==> config.mk <==
export PLATFORM = sky130hd
export DESIGN_NAME = bch_t12_parity_engine
export DESIGN_NICKNAME = d
export VERILOG_FILES = /design/src/rtl/bch_t12_parity_engine.sv
export SDC_FILE = /design/constraint.sdc
export NUM_CORES = 2
export LEC_CHECK = 0
export BUFFER_PORTS_ARGS = -buffer_cell sky130_fd_sc_hd__buf_2
export CAP_MARGIN = 10
export CORE_UTILIZATION = 41
export DETAILED_ROUTE_END_ITERATION = 16
export PLACE_DENSITY_LB_ADDON = 0.15
export SYNTH_ARGS = -nofsm -noshare
export SYNTH_HDL_FRONTEND = slang
export SYNTH_SLANG_ARGS = --single-unit
==> constraint.sdc <==
create_clock -name clk_1x -period 10.5 [get_ports clk_1x]
set_input_delay 1.575 -clock clk_1x [delete_from_list [all_inputs] [get_ports clk_1x]]
set_output_delay 1.575 -clock clk_1x [all_outputs]
set_load 0.01 [all_outputs]
==> src/rtl/bch_t12_parity_engine.sv <==
// Streaming DVB-S2 normal-frame BCH encoder (t=12, 192 parity bits), one payload byte per clk_1x.
// Optional payload length check is built only when BCH_FRAME_LEN_CHECK_EN is defined.
module bch_t12_parity_engine #(
  parameter int ROM_BASE = 0,
  parameter int NUM_ROWS = 8,
  parameter int K_BYTES  = 4026
) (
  input  logic         clk_1x,
  input  logic         rst,
  output logic         rom_rd_en,
  output logic [4:0]   rom_rdaddr,
  input  logic [191:0] rom_rd_q,
  input  logic         in_valid,
  output logic         in_ready,
  input  logic [7:0]   in_data,
  input  logic         in_last,
  output logic         out_valid,
  input  logic         out_ready,
  output logic [7:0]   out_data,
  output logic         out_last,
  output logic         len_err,
  output logic         init_done,
  output logic [1:0]   state_dbg
);
  // Handshake: a beat moves on a clk_1x edge where valid and ready are both high; valid never
  // depends on ready, and a presented output beat (valid/data/last) holds until it is taken.

  typedef enum logic [1:0] {
    ST_LOAD   = 2'd0,
    ST_DATA   = 2'd1,
    ST_PARITY = 2'd2
  } state_t;

  localparam int            CW        = $clog2(NUM_ROWS + 1);
  localparam logic [CW-1:0] LOAD_END  = CW'(NUM_ROWS);
  localparam int            PAR_BYTES = 24;

  state_t        state_q, state_d;
  logic [CW-1:0] load_cnt_q;
  logic [191:0]  cache_q [NUM_ROWS];
  logic [191:0]  par_q;
  logic [191:0]  par_upd;
  logic [191:0]  par_shift;
  logic [4:0]    par_idx_q;
  logic [7:0]    fb;
  logic          out_free;
  logic          accept;
  logic          par_emit;
  logic          last_pop;
  logic          load_done;

  assign out_free  = !out_valid || out_ready;
  assign accept    = in_valid && in_ready;
  assign last_pop  = (state_q == ST_PARITY) && out_valid && out_ready && out_last;
  assign state_dbg = state_q;

  // State register
  always_ff @(posedge clk_1x) begin
    if (rst) state_q <= ST_LOAD;
    else     state_q <= state_d;
  end

  // Next-state logic
  always_comb begin
    state_d = state_q;
    case (state_q)
      ST_LOAD:   if (load_done)          state_d = ST_DATA;
      ST_DATA:   if (accept && in_last)  state_d = ST_PARITY;
      ST_PARITY: if (last_pop)           state_d = ST_DATA;
      default:                           state_d = ST_LOAD;
    endcase
  end

  // Output / strobe logic
  always_comb begin
    rom_rd_en  = 1'b0;
    rom_rdaddr = '0;
    in_ready   = 1'b0;
    par_emit   = 1'b0;
    load_done  = 1'b0;
    case (state_q)
      ST_LOAD: begin
        rom_rd_en = !rst && (load_cnt_q < LOAD_END);
        if (rom_rd_en) rom_rdaddr = 5'(ROM_BASE) + 5'(load_cnt_q);
        load_done = (load_cnt_q == LOAD_END);
      end
      ST_DATA:   in_ready = out_free;
      ST_PARITY: par_emit = out_free && (par_idx_q < 5'(PAR_BYTES));
      default: ;
    endcase
  end

  // ROM data trails rd_en by one cycle, so count value k+1 captures row k.
  always_ff @(posedge clk_1x) begin
    if (rst) begin
      load_cnt_q <= '0;
      init_done  <= 1'b0;
      for (int i = 0; i < NUM_ROWS; i++) cache_q[i] <= '0;
    end else if (state_q == ST_LOAD) begin
      if (load_cnt_q != LOAD_END) load_cnt_q <= load_cnt_q + CW'(1);
      for (int i = 0; i < NUM_ROWS; i++)
        if (load_cnt_q == CW'(i + 1)) cache_q[i] <= rom_rd_q;
      if (load_done) init_done <= 1'b1;
    end
  end

  // Byte-parallel remainder update: feedback bit i selects x^(192+i) mod g(x).
  always_comb begin
    fb      = par_q[191:184] ^ in_data;
    par_upd = par_q << 8;
    for (int i = 0; i < NUM_ROWS; i++)
      if (fb[i]) par_upd = par_upd ^ cache_q[i];
  end

  assign par_shift = par_q << {par_idx_q, 3'b000};

  always_ff @(posedge clk_1x) begin
    if (rst) begin
      par_q     <= '0;
      par_idx_q <= '0;
      out_valid <= 1'b0;
      out_data  <= '0;
      out_last  <= 1'b0;
    end else if (accept) begin
      par_q     <= par_upd;
      out_data  <= in_data;
      out_valid <= 1'b1;
      out_last  <= 1'b0;
    end else if (par_emit) begin
      out_data  <= par_shift[191:184];
      out_valid <= 1'b1;
      out_last  <= (par_idx_q == 5'(PAR_BYTES - 1));
      par_idx_q <= par_idx_q + 5'd1;
    end else begin
      if (out_ready) out_valid <= 1'b0;
      if (last_pop) begin
        par_q     <= '0;
        par_idx_q <= '0;
      end
    end
  end

`ifdef BCH_FRAME_LEN_CHECK_EN
  logic [12:0] byte_cnt_q;
  logic [12:0] byte_num;

  assign byte_num = byte_cnt_q + 13'd1;

  always_ff @(posedge clk_1x) begin
    if (rst) begin
      byte_cnt_q <= '0;
      len_err    <= 1'b0;
    end else begin
      len_err <= accept && ((in_last && (byte_num != 13'(K_BYTES))) ||
                            (!in_last && (byte_num == 13'(K_BYTES))));
      if (accept) byte_cnt_q <= in_last ? 13'd0 : byte_num;
    end
  end
`else
  assign len_err = 1'b0;
`endif

endmodule

==> tab_implementation.tex <==
\begin{tabular}{lr}
\hline
Metric & Value \\
\hline
\multicolumn{2}{l}{\textbf{CTS}} \\
Post-CTS setup buffer count & 0 \\
Clock latency reported for the late side of the worst-skew pair & 0.87 ns \\
Clock-pin slew reported for the worst setup and hold paths after clock tree synthesis & 0.06 ns \\
Root cell of the clock tree & sky130\_fd\_sc\_hd\_\_clkbuf\_16 \\
TritonCTS clock tree & done \\
Clock sinks & 1750 \\
Resized Gates After CTS & 0 \\
Hold buffers post-CTS & 0 \\
Maximum clock insertion buffer count & 3 \\
TritonCTS buffer count & 195 \\
Maximum level of the CTS H-tree & 4 \\
\multicolumn{2}{l}{\textbf{Timing}} \\
Worst setup skew after layout & 0.0624 ns \\
Final hold slack & 0.472 ns \\
Max-slew violations & 0 \\
RSZ-0062 raised after global routing & no \\
Relative slew margins & 12.4\% \\
Number of endpoints with negative hold slack in the final report & 0 \\
Highest Clock Rate & 202 MHz \\
Setup tns final & 0 ns \\
Finish-stage setup viols & 0 \\
Slew of the pin with the lowest slew margin & 1.31 ns \\
Shortest clock period the worst path allows after layout & 4.96 ns \\
Final critical-path share of the clock period & 47.2\% \\
\multicolumn{2}{l}{\textbf{Floorplanning}} \\
Core Box Area & 203000 µm² \\
Starting utilization of the core area & 41.4\% \\
Placement row count & 165 \\
Area of the die & 206000 µm² \\
Die Ht & 454 µm \\
Die X & 454 µm \\
Ports placed on the boundary & 226 \\
\multicolumn{2}{l}{\textbf{Critical path}} \\
Critical Path RT & 8.93 ns \\
CP Buf/Inv Count & 4 \\
Kind of critical path & in -> out \\
CP peak stage delay & 0.81 ns \\
Capturing element type of the critical path & output pin \\
R2R depth & 6 \\
Critical-path maximum fanout & 58 \\
Cell Chain, Critical Path & clkbuf\_8, buf\_4, nor4\_2, buf\_4, and2\_1, buf\_2 \\
Critical-path top delay cell & sky130\_fd\_sc\_hd\_\_buf\_4 \\
Worst r2r dst & cache\_q[0][589] \\
Worst reg2reg startpoint & state\_dbg[1] \\
Category of the worst setup path launch point & input port \\
Register-to-register setup slack & 6.28 ns \\
Kind of cell with the highest combined delay on the critical path & buffers and inverters \\
Dominant cell type by count on the critical path & sky130\_fd\_sc\_hd\_\_buf\_4 \\
Arrival @ worst endpoint & 3.38 ns \\
\multicolumn{2}{l}{\textbf{Cells and area}} \\
Fraction of final layout cells sized beyond drive strength 1 & 9.20\% \\
Number of nets at the end of the flow & 7377 \\
Total non-filler cell area in the finished layout & 94200 µm² \\
Area Overhead vs Synth & 12.5\% \\
\multicolumn{2}{l}{\textbf{Synthesis}} \\
Post-synth EDFFs & 1536 \\
Number of distinct standard cells referenced by the synthesized netlist & 41 \\
Flip-flop and latch count after synthesis & 1750 \\
Flip-flop cell with the highest count after synthesis & sky130\_fd\_sc\_hd\_\_edfxtp\_1 \\
Fraction of synthesis flops using an asynchronous set or reset pin & 0\% \\
Cells after Synth & 7086 \\
Post-synthesis sequential area ratio & 60.2\% \\
Number of warnings reported in the yosys synthesis log & 0 \\
Synthesized area & 83800 µm² \\
Per-instance average area after synthesis & 11.8 µm² \\
\multicolumn{2}{l}{\textbf{Routing}} \\
Post-Route WL & 272 mm \\
Router iterations before antenna repair & 5 \\
Via density per instance & 5.39 \\
Wire per inst & 27.1 µm \\
Residual antenna-violating net count after detailed routing & 0 \\
Iteration-0 DRC count of the detailed router & 4885 \\
Residual DRC & 0 \\
DR vias & 54000 \\
\multicolumn{2}{l}{\textbf{GRT}} \\
Number of global-route vias before repair & 54200 \\
Total global routing overflow & 0 \\
Global-route wire length before repair & 389 mm \\
GRT Overall Usage & 26.3\% \\
Met2 usage & 44.4\% \\
Met3 demand-to-capacity share in global routing & 3.07\% \\
Met1 usage & 35.2\% \\
Most congested layer reported by global routing & met2 \\
Largest net degree at the start of global routing & 129 \\
Number of antenna violations at the first check in global routing & 37 \\
\multicolumn{2}{l}{\textbf{Placement}} \\
Post-DP HPWL & 142 mm \\
Routability congestion estimate & 0.858 \\
Instance area after placement & 87800 µm² \\
Number of port buffers & 222 \\
\multicolumn{2}{l}{\textbf{Min path}} \\
Hold Startpoint & out\_data[0] \\
Hold-critical path depth & 2 \\
Destination of the worst hold path & out\_data[0] \\
Type of the worst min-delay path & reg -> reg \\
\multicolumn{2}{l}{\textbf{Flow run}} \\
\# Max-Cap Violations & 0 \\
\multicolumn{2}{l}{\textbf{Pwr}} \\
Total leakage power & 37.9 nW \\
Max IR drop VDD & 0.129 mV \\
Cell Pwr Density & 183 nW/µm² \\
\multicolumn{2}{l}{\textbf{Status}} \\
Run status & completed \\
\hline
\end{tabular}
power breakdown:
| part | switching [mW] | internal [mW] | leakage (nW) |
|---|---|---|---|
| Combinational | 1.38 | 0.858 | 17.1 |
| Sequential | 0.106 | 8.02 | 17.7 |
| Clock | 2.91 | 3.99 | 3.15 |
sequential cells by signal (all words and copies together), names as in the netlist:
register and cells:
par_idx_q 5, out_valid 1, init_done 1, state_dbg 2, cache_q 1536, load_cnt_q 4
par_q 192, out_data 8, out_last 1
cells in the mapped netlist, drive strengths merged (8+ instances only):
cell / number / area [µm²]
o211ai: 24 / 180
a22oi: 10 / 75.1
a211oi: 48 / 360
a21oi: 25 / 125
a211o: 25 / 219
nor2b: 11 / 68.8
a21o: 12 / 90.1
a22o: 184 / 1610
xnor2: 929 / 8140
nor2: 786 / 2950
dfxtp: 214 / 4280
o221ai: 8 / 70.1
o211a: 32 / 320
nand2b: 200 / 1250
mux2i: 25 / 250
mux4: 32 / 721
xnor3: 184 / 4140
o21ai: 28 / 140
edfxtp: 1536 / 46100
clkbuf: 335 / 1260
inv: 226 / 848
buf: 94 / 442
xor2: 193 / 1710
mux2: 16 / 180
nand2: 1497 / 5620
and3: 385 / 2410
through the flow:
stage | power (mW) | cells | setup WS (ns) | utilization [%]
2_1_floorplan | 9.86 | 7088 | 2.94 | -
3_3_place_gp | 10.5 | 9640 | 4.61 | 43.3
3_5_place_dp | 10.5 | 9641 | 5.24 | 43.3
4_1_cts | 17.4 | 10000 | 5.58 | 46.5
5_1_grt | 17.8 | 10000 | 5.52 | 46.5
6_report | 17.3 | 10000 | 5.54 | 46.5
worst max-delay path by stage:
stage / start / to / slack, ns / depth (start not counted)
floorplan: rst / cache_q[0][0] / 2.94 / 4
global placement: rst / rom_rdaddr[1] / 4.61 / 5
detailed placement: in_data[5] / par_q[165] / 5.24 / 9
CTS: rst / rom_rdaddr[0] / 5.58 / 6
global route: rst / rom_rdaddr[0] / 5.52 / 6
finish: rst / rom_rdaddr[1] / 5.54 / 6
cell families (layout without fill, tap and decap cells):
family	Yosys count	count (layout)	share of synthesized area, %
muxes	73	73	1.37
and+or+nand+nor	2899	2899	14.8
buffers and inverters	655	907	3.04
other	1	19	0.00448
DFF	1750	1750	60.2
AOI/OAI and AO/OA	397	397	3.82
adders and majority gates	5	5	0.0747
xor gates and xnor gates	1306	1306	16.7
worst min-delay path, stage by stage (launching register included):
cell and delay (ns):
sky130_fd_sc_hd__dfxtp_1 0.31, sky130_fd_sc_hd__nand2_1 0.06, sky130_fd_sc_hd__a21oi_1 0.06
final cells by class:
class                           count  area [µm²]
Fill cell                       18400      108000
Sequential cell                  1750       50400
Multi-Input combinational cell   4683       31100
Clock buffer                      286        5550
Tap cell                         2672        3340
Timing Repair Buffer              311        2040
Clock inverter                     84         873
Inverter                          226         848
Antenna cell                       16        40.0
metal layers:
| layer | routed length [µm] | vias up |
|---|---|---|
| met3 | 15200 | 397 |
| met4 | 9320 | 0 |
| li1 | - | 24100 |
| met5 | 0 | - |
| met2 | 132000 | 1748 |
| met1 | 116000 | 27800 |
cells in the final DEF, fill, tap and decap left out, types with 20 or more instances in the layout:
cell type,instances
sky130_fd_sc_hd__a21oi_1,25
sky130_fd_sc_hd__mux4_2,32
sky130_fd_sc_hd__xor2_1,185
sky130_fd_sc_hd__o211a_1,32
sky130_fd_sc_hd__buf_2,221
sky130_fd_sc_hd__buf_12,20
sky130_fd_sc_hd__clkinv_1,25
sky130_fd_sc_hd__clkinv_2,30
sky130_fd_sc_hd__buf_4,68
sky130_fd_sc_hd__xnor2_1,928
sky130_fd_sc_hd__a211oi_1,48
sky130_fd_sc_hd__nor2_1,785
sky130_fd_sc_hd__clkbuf_8,30
sky130_fd_sc_hd__o211ai_1,24
sky130_fd_sc_hd__and3_1,385
sky130_fd_sc_hd__a22o_1,184
sky130_fd_sc_hd__inv_1,226
sky130_fd_sc_hd__nand2_1,1493
sky130_fd_sc_hd__dfxtp_1,211
sky130_fd_sc_hd__a211o_1,25
sky130_fd_sc_hd__edfxtp_1,1536
sky130_fd_sc_hd__mux2i_1,25
sky130_fd_sc_hd__clkbuf_1,60
sky130_fd_sc_hd__clkbuf_16,197
sky130_fd_sc_hd__nand2b_1,196
sky130_fd_sc_hd__xnor3_1,184
sky130_fd_sc_hd__o21ai_0,28
Note: power is estimated with default switching activity, not from simulation.
